`config.mk`:
```
export PLATFORM = sky130hd
export DESIGN_NAME = rs232_tx_frame
export DESIGN_NICKNAME = d
export VERILOG_FILES = /design/src/rtl/rs232_tx_frame.sv
export SDC_FILE = /design/constraint.sdc
export NUM_CORES = 1
export LEC_CHECK = 0
export CAP_MARGIN = 20
export CORE_UTILIZATION = 35
export CTS_BUF_LIST = sky130_fd_sc_hd__clkbuf_2 sky130_fd_sc_hd__clkbuf_4 sky130_fd_sc_hd__clkbuf_8
export DETAILED_ROUTE_END_ITERATION = 8
export PLACE_DENSITY = 0.63
export SYNTH_ARGS = -nofsm -noshare
export SYNTH_HDL_FRONTEND = slang
export SYNTH_SLANG_ARGS = --single-unit
```
`constraint.sdc`:
```
create_clock -name clk -period 5.3 [get_ports clk]
set_clock_uncertainty 0.1 [all_clocks]
set_input_delay 0.53 -clock clk [delete_from_list [all_inputs] [get_ports clk]]
set_output_delay 0.53 -clock clk [all_outputs]
set_load 0.02 [all_outputs]
```
`src/rtl/rs232_tx_frame.sv`:
```
// rs232_tx_frame: serialises a frame of up to NBYTES bytes onto an RS-232
// style line. Bytes go out highest index first, each as start bit, NBITS
// data bits, an optional parity bit and STOP_BITS stop bits, back-to-back.
//
// Optional feature: define RS232_TX_PARITY_EN to insert one parity bit
// (even, or odd when PARITY_ODD=1) after the data bits of every byte.
//
// Ports:
//   clk, reset          rising-edge clock, asynchronous active-high reset
//   baud_div            bit period in clk cycles (values below 2 act as 2)
//   frame_valid/ready   frame handshake; ready is high only while idle
//   frame_data          byte k at bits [k*NBITS +: NBITS]
//   frame_len           byte count; 0 or > NBYTES means NBYTES
//   txd                 registered serial line, idle high
//   byte_start          one-cycle pulse on the first cycle of each start bit
//   frame_done          one-cycle pulse after the last stop bit of a frame
module rs232_tx_frame #(
  parameter int unsigned NBYTES     = 8,
  parameter int unsigned NBITS      = 8,
  parameter int unsigned MSB_FIRST  = 1,
  parameter int unsigned STOP_BITS  = 1,
  parameter int unsigned PARITY_ODD = 0,
  parameter int unsigned DIV_W      = 16,
  parameter int unsigned LEN_W      = $clog2(NBYTES + 1)
) (
  input  logic                    clk,
  input  logic                    reset,
  input  logic [DIV_W-1:0]        baud_div,
  input  logic                    frame_valid,
  output logic                    frame_ready,
  input  logic [NBYTES*NBITS-1:0] frame_data,
  input  logic [LEN_W-1:0]        frame_len,
  output logic                    txd,
  output logic                    byte_start,
  output logic                    frame_done
);

  localparam int unsigned BIT_W  = $clog2(NBITS);
  localparam int unsigned DATA_W = NBYTES * NBITS;

  // Reject out-of-range configurations at elaboration.
  if (NBYTES < 1 || NBYTES > 32 || NBITS < 5 || NBITS > 9 || MSB_FIRST > 1 ||
      STOP_BITS < 1 || STOP_BITS > 2 || PARITY_ODD > 1 || DIV_W < 2) begin : g_bad_cfg
    $error("rs232_tx_frame: parameter out of range");
  end

`ifdef RS232_TX_PARITY_EN
  typedef enum logic [2:0] {S_IDLE, S_START, S_DATA, S_PARITY, S_STOP} state_t;
`else
  typedef enum logic [2:0] {S_IDLE, S_START, S_DATA, S_STOP} state_t;
`endif

  state_t             state, state_n;
  logic [DIV_W-1:0]   cnt, cnt_n;
  logic [DIV_W-1:0]   div_q, div_n;
  logic [BIT_W-1:0]   bit_idx, bit_n;
  logic [LEN_W-1:0]   byte_idx, byte_n;
  logic [DATA_W-1:0]  data_q, data_n;
  logic               fin_q, fin_n;

  logic               accept_c;
  logic               bit_end_c;
  logic [NBITS-1:0]   cur_byte_c;
  logic [BIT_W-1:0]   bit_sel_c;
  logic [LEN_W-1:0]   eff_len_c;
  logic               line_c;
  logic               bstart_c;
  logic               ready_c;

  assign accept_c   = frame_valid && frame_ready;
  assign bit_end_c  = (cnt == div_q - DIV_W'(1));
  assign cur_byte_c = data_q[32'(byte_idx) * NBITS +: NBITS];
  assign bit_sel_c  = (MSB_FIRST != 0) ? BIT_W'(NBITS - 1) - bit_idx : bit_idx;
  assign eff_len_c  = (frame_len == '0 || 32'(frame_len) > NBYTES) ? LEN_W'(NBYTES) : frame_len;

  // Next-state and line value; outputs are registered one cycle later, so
  // txd trails the state by one cycle and frame_done is delayed via fin_q.
  always_comb begin
    state_n  = state;
    cnt_n    = bit_end_c ? '0 : cnt + DIV_W'(1);
    div_n    = div_q;
    bit_n    = bit_idx;
    byte_n   = byte_idx;
    data_n   = data_q;
    fin_n    = 1'b0;
    line_c   = 1'b1;
    bstart_c = 1'b0;
    ready_c  = 1'b0;
    unique case (state)
      S_IDLE: begin
        cnt_n   = '0;
        ready_c = !accept_c;
        if (accept_c) begin
          state_n = S_START;
          data_n  = frame_data;
          div_n   = (baud_div < DIV_W'(2)) ? DIV_W'(2) : baud_div;
          byte_n  = eff_len_c - LEN_W'(1);
          bit_n   = '0;
        end
      end
      S_START: begin
        line_c   = 1'b0;
        bstart_c = (cnt == '0);
        if (bit_end_c) begin
          state_n = S_DATA;
          bit_n   = '0;
        end
      end
      S_DATA: begin
        line_c = cur_byte_c[bit_sel_c];
        if (bit_end_c) begin
          if (bit_idx == BIT_W'(NBITS - 1)) begin
            bit_n = '0;
`ifdef RS232_TX_PARITY_EN
            state_n = S_PARITY;
`else
            state_n = S_STOP;
`endif
          end else begin
            bit_n = bit_idx + BIT_W'(1);
          end
        end
      end
`ifdef RS232_TX_PARITY_EN
      S_PARITY: begin
        line_c = (^cur_byte_c) ^ 1'(PARITY_ODD);
        if (bit_end_c) begin
          state_n = S_STOP;
          bit_n   = '0;
        end
      end
`endif
      S_STOP: begin
        if (bit_end_c) begin
          if (bit_idx == BIT_W'(STOP_BITS - 1)) begin
            bit_n = '0;
            if (byte_idx == '0) begin
              state_n = S_IDLE;
              fin_n   = 1'b1;
            end else begin
              state_n = S_START;
              byte_n  = byte_idx - LEN_W'(1);
            end
          end else begin
            bit_n = bit_idx + BIT_W'(1);
          end
        end
      end
      default: state_n = S_IDLE;
    endcase
  end

  // State, datapath and registered outputs.
  always_ff @(posedge clk or posedge reset) begin
    if (reset) begin
      state       <= S_IDLE;
      cnt         <= '0;
      div_q       <= '0;
      bit_idx     <= '0;
      byte_idx    <= '0;
      data_q      <= '0;
      fin_q       <= 1'b0;
      txd         <= 1'b1;
      byte_start  <= 1'b0;
      frame_done  <= 1'b0;
      frame_ready <= 1'b0;
    end else begin
      state       <= state_n;
      cnt         <= cnt_n;
      div_q       <= div_n;
      bit_idx     <= bit_n;
      byte_idx    <= byte_n;
      data_q      <= data_n;
      fin_q       <= fin_n;
      txd         <= line_c;
      byte_start  <= bstart_c;
      frame_done  <= fin_q;
      frame_ready <= ready_c;
    end
  end

endmodule
```
==> impl_metrics.env, run 1 <==
export IMPL_final_cell_count_no_fill=780
export IMPL_slew_violations=0
export IMPL_leakage_nw=3.21
export IMPL_post_cts_resized=0
export IMPL_fin_setup_tns_ns=0
export IMPL_relSlewSlack=0.321
export IMPL_antennaDiodeCount=0
export IMPL_crit_path_start_kind="flip-flop"
export IMPL_powerDensity_mw_per_mm2=192
export IMPL_finalWirelength_um=13300
export IMPL_combPwrFrac=0.065
export IMPL_synth_fp_nets=576
export IMPL_cts_path_max_buffers=2
export IMPL_synth_area_mm2=0.00592
export IMPL_synth_edf_count=0
export IMPL_power_internal_mw=1.07
export IMPL_die_h_um=132
export IMPL_dp_cells=765
export IMPL_syn_to_final_growth_pct=21.4
export IMPL_grt_max_degree=76
export IMPL_slowest_stage="and2_1"
export IMPL_crit_buf_inv=1
export IMPL_path_class="flip-flop to flip-flop"
export IMPL_row_count=47
export IMPL_regToRegStartpoint="div_q[0]"
export IMPL_globalRouteOverflowTotal=0
export IMPL_p_seq_frac=0.608
export IMPL_antenna_found_initial=0
export IMPL_period_minus_slack_ns=3.53
export IMPL_num_io_pins=91
export IMPL_vias_per_cell=5.18
export IMPL_clock_latency_ns=0.38
export IMPL_drc=0
export IMPL_grt_pass1_vias=4253
export IMPL_synth_ff_type="dfrtp_1"
export IMPL_grt_pass1_wl_um=22300
export IMPL_crit_chain="inv_1, ha_1, or3b_1, or4_1, a32oi_1, mux2i_1, nor3_4, and2_1, nor3_1"
export IMPL_vdd_drop_max_mv=0.121
export IMPL_cp_max_fo=17
export IMPL_routedWlPerCell_um=17.1
export IMPL_synth_cell_type_count=68
export IMPL_design_die_area_mm2=0.0174
export IMPL_cp_data_arrival_time_ns=3.65
export IMPL_numCtsBuffers=9
export IMPL_cts_setup_buffers=0
export IMPL_regToRegEndpoint="cnt[5]"
export IMPL_dieWidth_um=132
export IMPL_cp_end_kind="flip-flop"
export IMPL_tightestPinTransition_ns=1.02
export IMPL_cts_root_buffer="clkbuf_8"
export IMPL_drv_cap=0
export IMPL_drt_iter0_markers=276
export IMPL_crit_family="simple AND/OR/NAND/NOR gates"
export IMPL_portBuffers=90
export IMPL_hpwl_um=10000
export IMPL_initial_core_util=0.358
export IMPL_synth_warnings=0
export IMPL_gr_usage_all_layers=0.163
export IMPL_max_stage_delay_ns=0.71
export IMPL_p_switching_mw=0.311
export IMPL_post_route_period_util=0.666
export IMPL_status="complete, no violations"
export IMPL_holdCritPathClass="flip-flop to flip-flop"
export IMPL_startpoint="div_q[0]"
export IMPL_final_util=0.435
export IMPL_seq_area_frac_synth=0.465
export IMPL_crit_end="cnt[5]"
export IMPL_finalNetCount=655
export IMPL_path_depth=9
export IMPL_netlist_instances=478
export IMPL_required_ns=5.42
export IMPL_clkSinkCount=110
export IMPL_swShare=0.226
export IMPL_power_mw=1.38
export IMPL_h_tree_depth=3
export IMPL_post_route_cells_drive_above_1_share=0.246
export IMPL_antenna_left=0
export IMPL_hold_viol_final=0
export IMPL_ff2ff_path_depth=9
export IMPL_cts_tree="done"
export IMPL_final_setup_viol_count=0
export IMPL_reg2reg_slack_ns=1.77
export IMPL_synth_area_per_cell_um2=12.4
export IMPL_gp_congestion=0.853
export IMPL_max_freq_ghz=0.283
export IMPL_firstDrtPassIters=4
export IMPL_rsz0062_at_grt="false"
export IMPL_vias=4044
export IMPL_synth_seq_cells=110
export IMPL_holdBufCountCts=0
export IMPL_path_clk_slew_ns=0.10
export IMPL_synthArstFlopShare=1.00
export IMPL_power_share_clock=0.328
export IMPL_core_area_mm2=0.0165
layer usage:
layer	up-vias	global-route usage	part of all wire
met5	-	0	0
met3	13	0.0273	0.040
met1	2017	0.221	0.46
li1	1931	-	-
met2	83	0.261	0.49
met4	0	0.0601	0.014
worst reg2reg max path: stages (launching register included):
cell and delay [ns]:
dfrtp_1 0.44, inv_1 0.08, ha_1 0.27, or3b_1 0.44
or4_1 0.48, a32oi_1 0.20, mux2i_1 0.14, nor3_4 0.37
and2_1 0.71, nor3_1 0.14
metrics by stage:
step	hold slack [ns]	cell area [um2]	setup WS [ns]
5_1_grt	0.280	7190	1.42
3_3_place_gp	0.246	7000	1.88
6_report	0.259	7190	1.77
2_1_floorplan	0.231	5920	1.77
3_5_place_dp	0.240	7000	1.81
4_1_cts	0.264	7160	1.79
logic make-up after synthesis:
| group | share of synthesized area |
|---|---|
| buffers and inverters | 0.0327 |
| AO/OA/AOI/OAI | 0.0663 |
| adder cells (fa/ha/maj) | 0.0232 |
| XOR/XNOR | 0.0429 |
| flip-flops | 0.465 |
| AND/OR/NAND/NOR | 0.129 |
| multiplexers | 0.241 |
how the worst min path moves through the flow:
stage,cells past startpoint,end,from
2_1_floorplan,0,frame_done,fin_q
6_report,0,frame_done,fin_q
3_3_place_gp,0,frame_done,fin_q
3_5_place_dp,0,frame_done,fin_q
4_1_cts,0,frame_done,fin_q
5_1_grt,0,frame_done,fin_q
area by class of cell:
cell class,instances,area (um2)
fill,1507,9340
multi-input combinational,326,2990
sequential,110,2750
timing repair buffer,94,951
tap,220,275
clock buffer,10,131
inverter,16,62.6
clock inverter,4,26.3
registers in the layout, summed over array words and instances (netlist names):
register	count
div_q	16
frame_done	1
txd	1
bit_idx	3
state	2
cnt	16
byte_start	1
data_q	64
fin_q	1
byte_idx	4
frame_ready	1
power groups by stage:
stage                     Clock, mW  Sequential [mW]  Combinational [mW]
after floorplan                   0            0.855              0.0176
after global placement            0            0.855              0.0903
after detailed placement          0            0.855              0.0910
after CTS                     0.469            0.839              0.0915
after global routing          0.496            0.839              0.0975
final                         0.452            0.839              0.0892
cell usage after synthesis (2+ instances only):
cell type	n	share of area
dfrtp_1	109	0.46
nor3_1	20	0.017
nor2b_1	4	0.0042
a2111oi_0	2	0.0030
buf_6	3	0.0057
o21a_1	2	0.0025
and3_1	6	0.0063
nor4b_1	3	0.0044
mux2i_1	5	0.0085
ha_1	11	0.023
nor4_1	9	0.0095
mux2_2	79	0.15
and2_1	3	0.0032
a22oi_1	2	0.0025
nor3b_1	7	0.0089
a31oi_1	4	0.0042
nand4_1	3	0.0032
nand3_1	16	0.014
o21bai_1	2	0.0025
o211ai_1	2	0.0025
nand2_1	16	0.010
or3b_1	2	0.0030
nor3_2	8	0.014
a21oi_1	5	0.0042
or3_1	3	0.0032
inv_1	15	0.0095
a21boi_1	2	0.0025
nand2b_1	4	0.0042
nor2_1	14	0.0089
o21ai_0	7	0.0059
a211o_1	2	0.0030
xnor2_1	15	0.022
clkbuf_1	20	0.013
xor2_1	14	0.021
or4_1	3	0.0038
nand3b_1	2	0.0025
o22ai_1	2	0.0021
mux4_2	21	0.080
buf_2	2	0.0017
cell usage in the layout (no fill, tap or decap), types with 3 or more instances in the layout:
cell / netlist / layout
dfrtp_1: 109 / 109
clkdlybuf4s50_1: 0 / 90
mux2_2: 79 / 79
mux4_2: 21 / 21
nor3_1: 20 / 20
nand2_1: 16 / 16
xnor2_1: 15 / 15
nand3_1: 16 / 15
inv_1: 15 / 14
xor2_1: 14 / 14
nor2_1: 14 / 14
ha_1: 11 / 11
nor4_1: 9 / 9
clkbuf_8: 0 / 9
nor3_2: 8 / 8
nor3b_1: 7 / 7
o21ai_0: 7 / 7
and3_1: 6 / 6
mux2i_1: 5 / 5
a21oi_1: 5 / 5
nand2b_1: 4 / 4
a31oi_1: 4 / 4
nor2b_1: 4 / 4
or3_1: 3 / 3
nor4b_1: 3 / 3
or4_1: 3 / 3
and2_1: 3 / 3
nand4_1: 3 / 3
buf_4: 0 / 3
(Power assumes the default switching activity.)
==> run 2: changes to the inputs <==
- PLACE_DENSITY: 0.63 -> 0.65
- clock period: 5.3 -> 3.1 ns (I/O delays scaled with it)
==> impl_metrics.env, run 2 (same netlist as run 1, synthesis figures left out) <==
export IMPL_status="complete, no violations"
export IMPL_crit_buf_inv=1
export IMPL_row_count=47
export IMPL_grt_pass1_vias=4345
export IMPL_drc=0
export IMPL_vias_per_cell=5.21
export IMPL_cts_path_max_buffers=2
export IMPL_final_setup_viol_count=0
export IMPL_finalWirelength_um=13700
export IMPL_cp_max_fo=7
export IMPL_crit_chain="inv_1, ha_2, or3b_1, or4_1, a32oi_1, mux2i_2, nor3_4, a31oi_2, mux2_4"
export IMPL_antenna_left=0
export IMPL_post_route_cells_drive_above_1_share=0.276
export IMPL_globalRouteOverflowTotal=0
export IMPL_num_io_pins=91
export IMPL_tightestPinTransition_ns=0.768
export IMPL_final_common_cell="dfrtp_1"
export IMPL_drv_cap=0
export IMPL_relSlewSlack=0.487
export IMPL_drt_iter0_markers=264
export IMPL_core_area_mm2=0.0165
export IMPL_stdcell_area_mm2=0.00736
export IMPL_clock_latency_ns=0.39
export IMPL_largest_reg_flops=64
export IMPL_path_class="flip-flop to flip-flop"
export IMPL_vdd_drop_max_mv=0.213
export IMPL_h_tree_depth=3
export IMPL_fillCellCount=1515
export IMPL_path_clk_slew_ns=0.11
export IMPL_cts_root_buffer="clkbuf_8"
export IMPL_slew_violations=0
export IMPL_gp_congestion=0.900
export IMPL_antenna_found_initial=0
export IMPL_syn_to_final_growth_pct=24.3
export IMPL_clkSinkCount=110
export IMPL_final_cell_mix="dfrtp_1 (109), clkdlybuf4s50_1 (90), mux2_2 (79), mux4_2 (21), nor3_1 (20)"
export IMPL_hpwl_um=10300
export IMPL_powerDensity_mw_per_mm2=329
export IMPL_post_route_period_util=0.954
export IMPL_dp_cells=782
export IMPL_cp_end_kind="flip-flop"
export IMPL_grt_max_degree=69
export IMPL_reg_largest_list="data_q x64, cnt x16, div_q x16"
export IMPL_vias=4153
export IMPL_finalNetCount=671
export IMPL_numCtsBuffers=9
export IMPL_max_stage_delay_ns=0.48
export IMPL_hold_viol_final=0
export IMPL_crit_family="simple AND/OR/NAND/NOR gates"
export IMPL_required_ns=3.29
export IMPL_final_cell_count_no_fill=797
export IMPL_cts_setup_buffers=0
export IMPL_period_minus_slack_ns=2.96
export IMPL_die_h_um=132
export IMPL_initial_core_util=0.358
export IMPL_firstDrtPassIters=6
export IMPL_gr_usage_all_layers=0.168
export IMPL_routedWlPerCell_um=17.2
export IMPL_final_util=0.446
export IMPL_dp_slack_ns=0.0659
export IMPL_dieWidth_um=132
export IMPL_rsz0062_at_grt="true"
export IMPL_design_die_area_mm2=0.0174
export IMPL_grt_pass1_wl_um=22800
export IMPL_cts_tree="done"
export IMPL_max_freq_ghz=0.338
export IMPL_crit_path_start_kind="flip-flop"
export IMPL_antennaDiodeCount=0
export IMPL_worst_slack_ns=0.142
export IMPL_regMostFlops="data_q"
export IMPL_power_mw=2.43
export IMPL_slowest_stage="or4_1"
export IMPL_place_area_mm2=0.00717
export IMPL_leakage_nw=3.31
export IMPL_cp_data_arrival_time_ns=3.15
export IMPL_fin_setup_tns_ns=0
export IMPL_holdCritPathClass="input pin to async pin"
export IMPL_portBuffers=90
export IMPL_holdWs_ns=0.102
run 2: layer usage:
layer | global-route usage | up-vias | share of wire
li1 | - | 1964 | -
met1 | 0.221 | 2068 | 0.45
met2 | 0.272 | 101 | 0.48
met3 | 0.0265 | 20 | 0.042
met4 | 0.0795 | 0 | 0.022
met5 | 0 | - | 0
run 2: path summary, 6_finish.rpt:
kind | from | to | slack (ns) | cells past startpoint
max in group asynchronous | reset | txd | 2.08 | 3
setup reg to reg | div_q[0] | byte_idx[0] | 0.14 | 9
hold reg to reg | fin_q | frame_done | 0.27 | 0
hold / removal | reset | div_q[2] | 0.10 | 2
min in group clk | fin_q | frame_done | 0.27 | 0
setup / recovery | div_q[0] | byte_idx[0] | 0.14 | 9
run 2: cell type report:
type | instances | area (um2) | share of cell area
well taps | 220 | 275 | 0.0374
clock buffers | 9 | 124 | 0.0168
clock inverters | 6 | 51.3 | 0.00697
multi-input cells | 326 | 3010 | 0.408
inverters | 16 | 63.8 | 0.00867
repair buffers | 110 | 1090 | 0.148
flip-flops and latches | 110 | 2750 | 0.374
run 2: report_power, final:
group	leakage, nW	switching, mW	internal [mW]	total, mW
Combinational	1.72	0.0543	0.104	0.158
Sequential	1.50	0	1.43	1.43
Clock	0.0924	0.530	0.303	0.833
Total	3.31	0.584	1.84	2.43
run 2: repair_timing:
| item | 4_1_cts | 5_1_grt |
|---|---|---|
| resized for setup | 0 | 5 |
| hold buffers | 0 | 0 |
| endpoints found under the hold margin | 0 | 0 |
| endpoints found under the setup margin | 0 | 22 |
run 2: worst reg2reg max path: stages (launching register included):
cell and delay (ns):
dfrtp_1 0.43, inv_1 0.08, ha_2 0.23, or3b_1 0.38, or4_1 0.48, a32oi_1 0.25
mux2i_2 0.13, nor3_4 0.23, a31oi_2 0.20, mux2_4 0.34
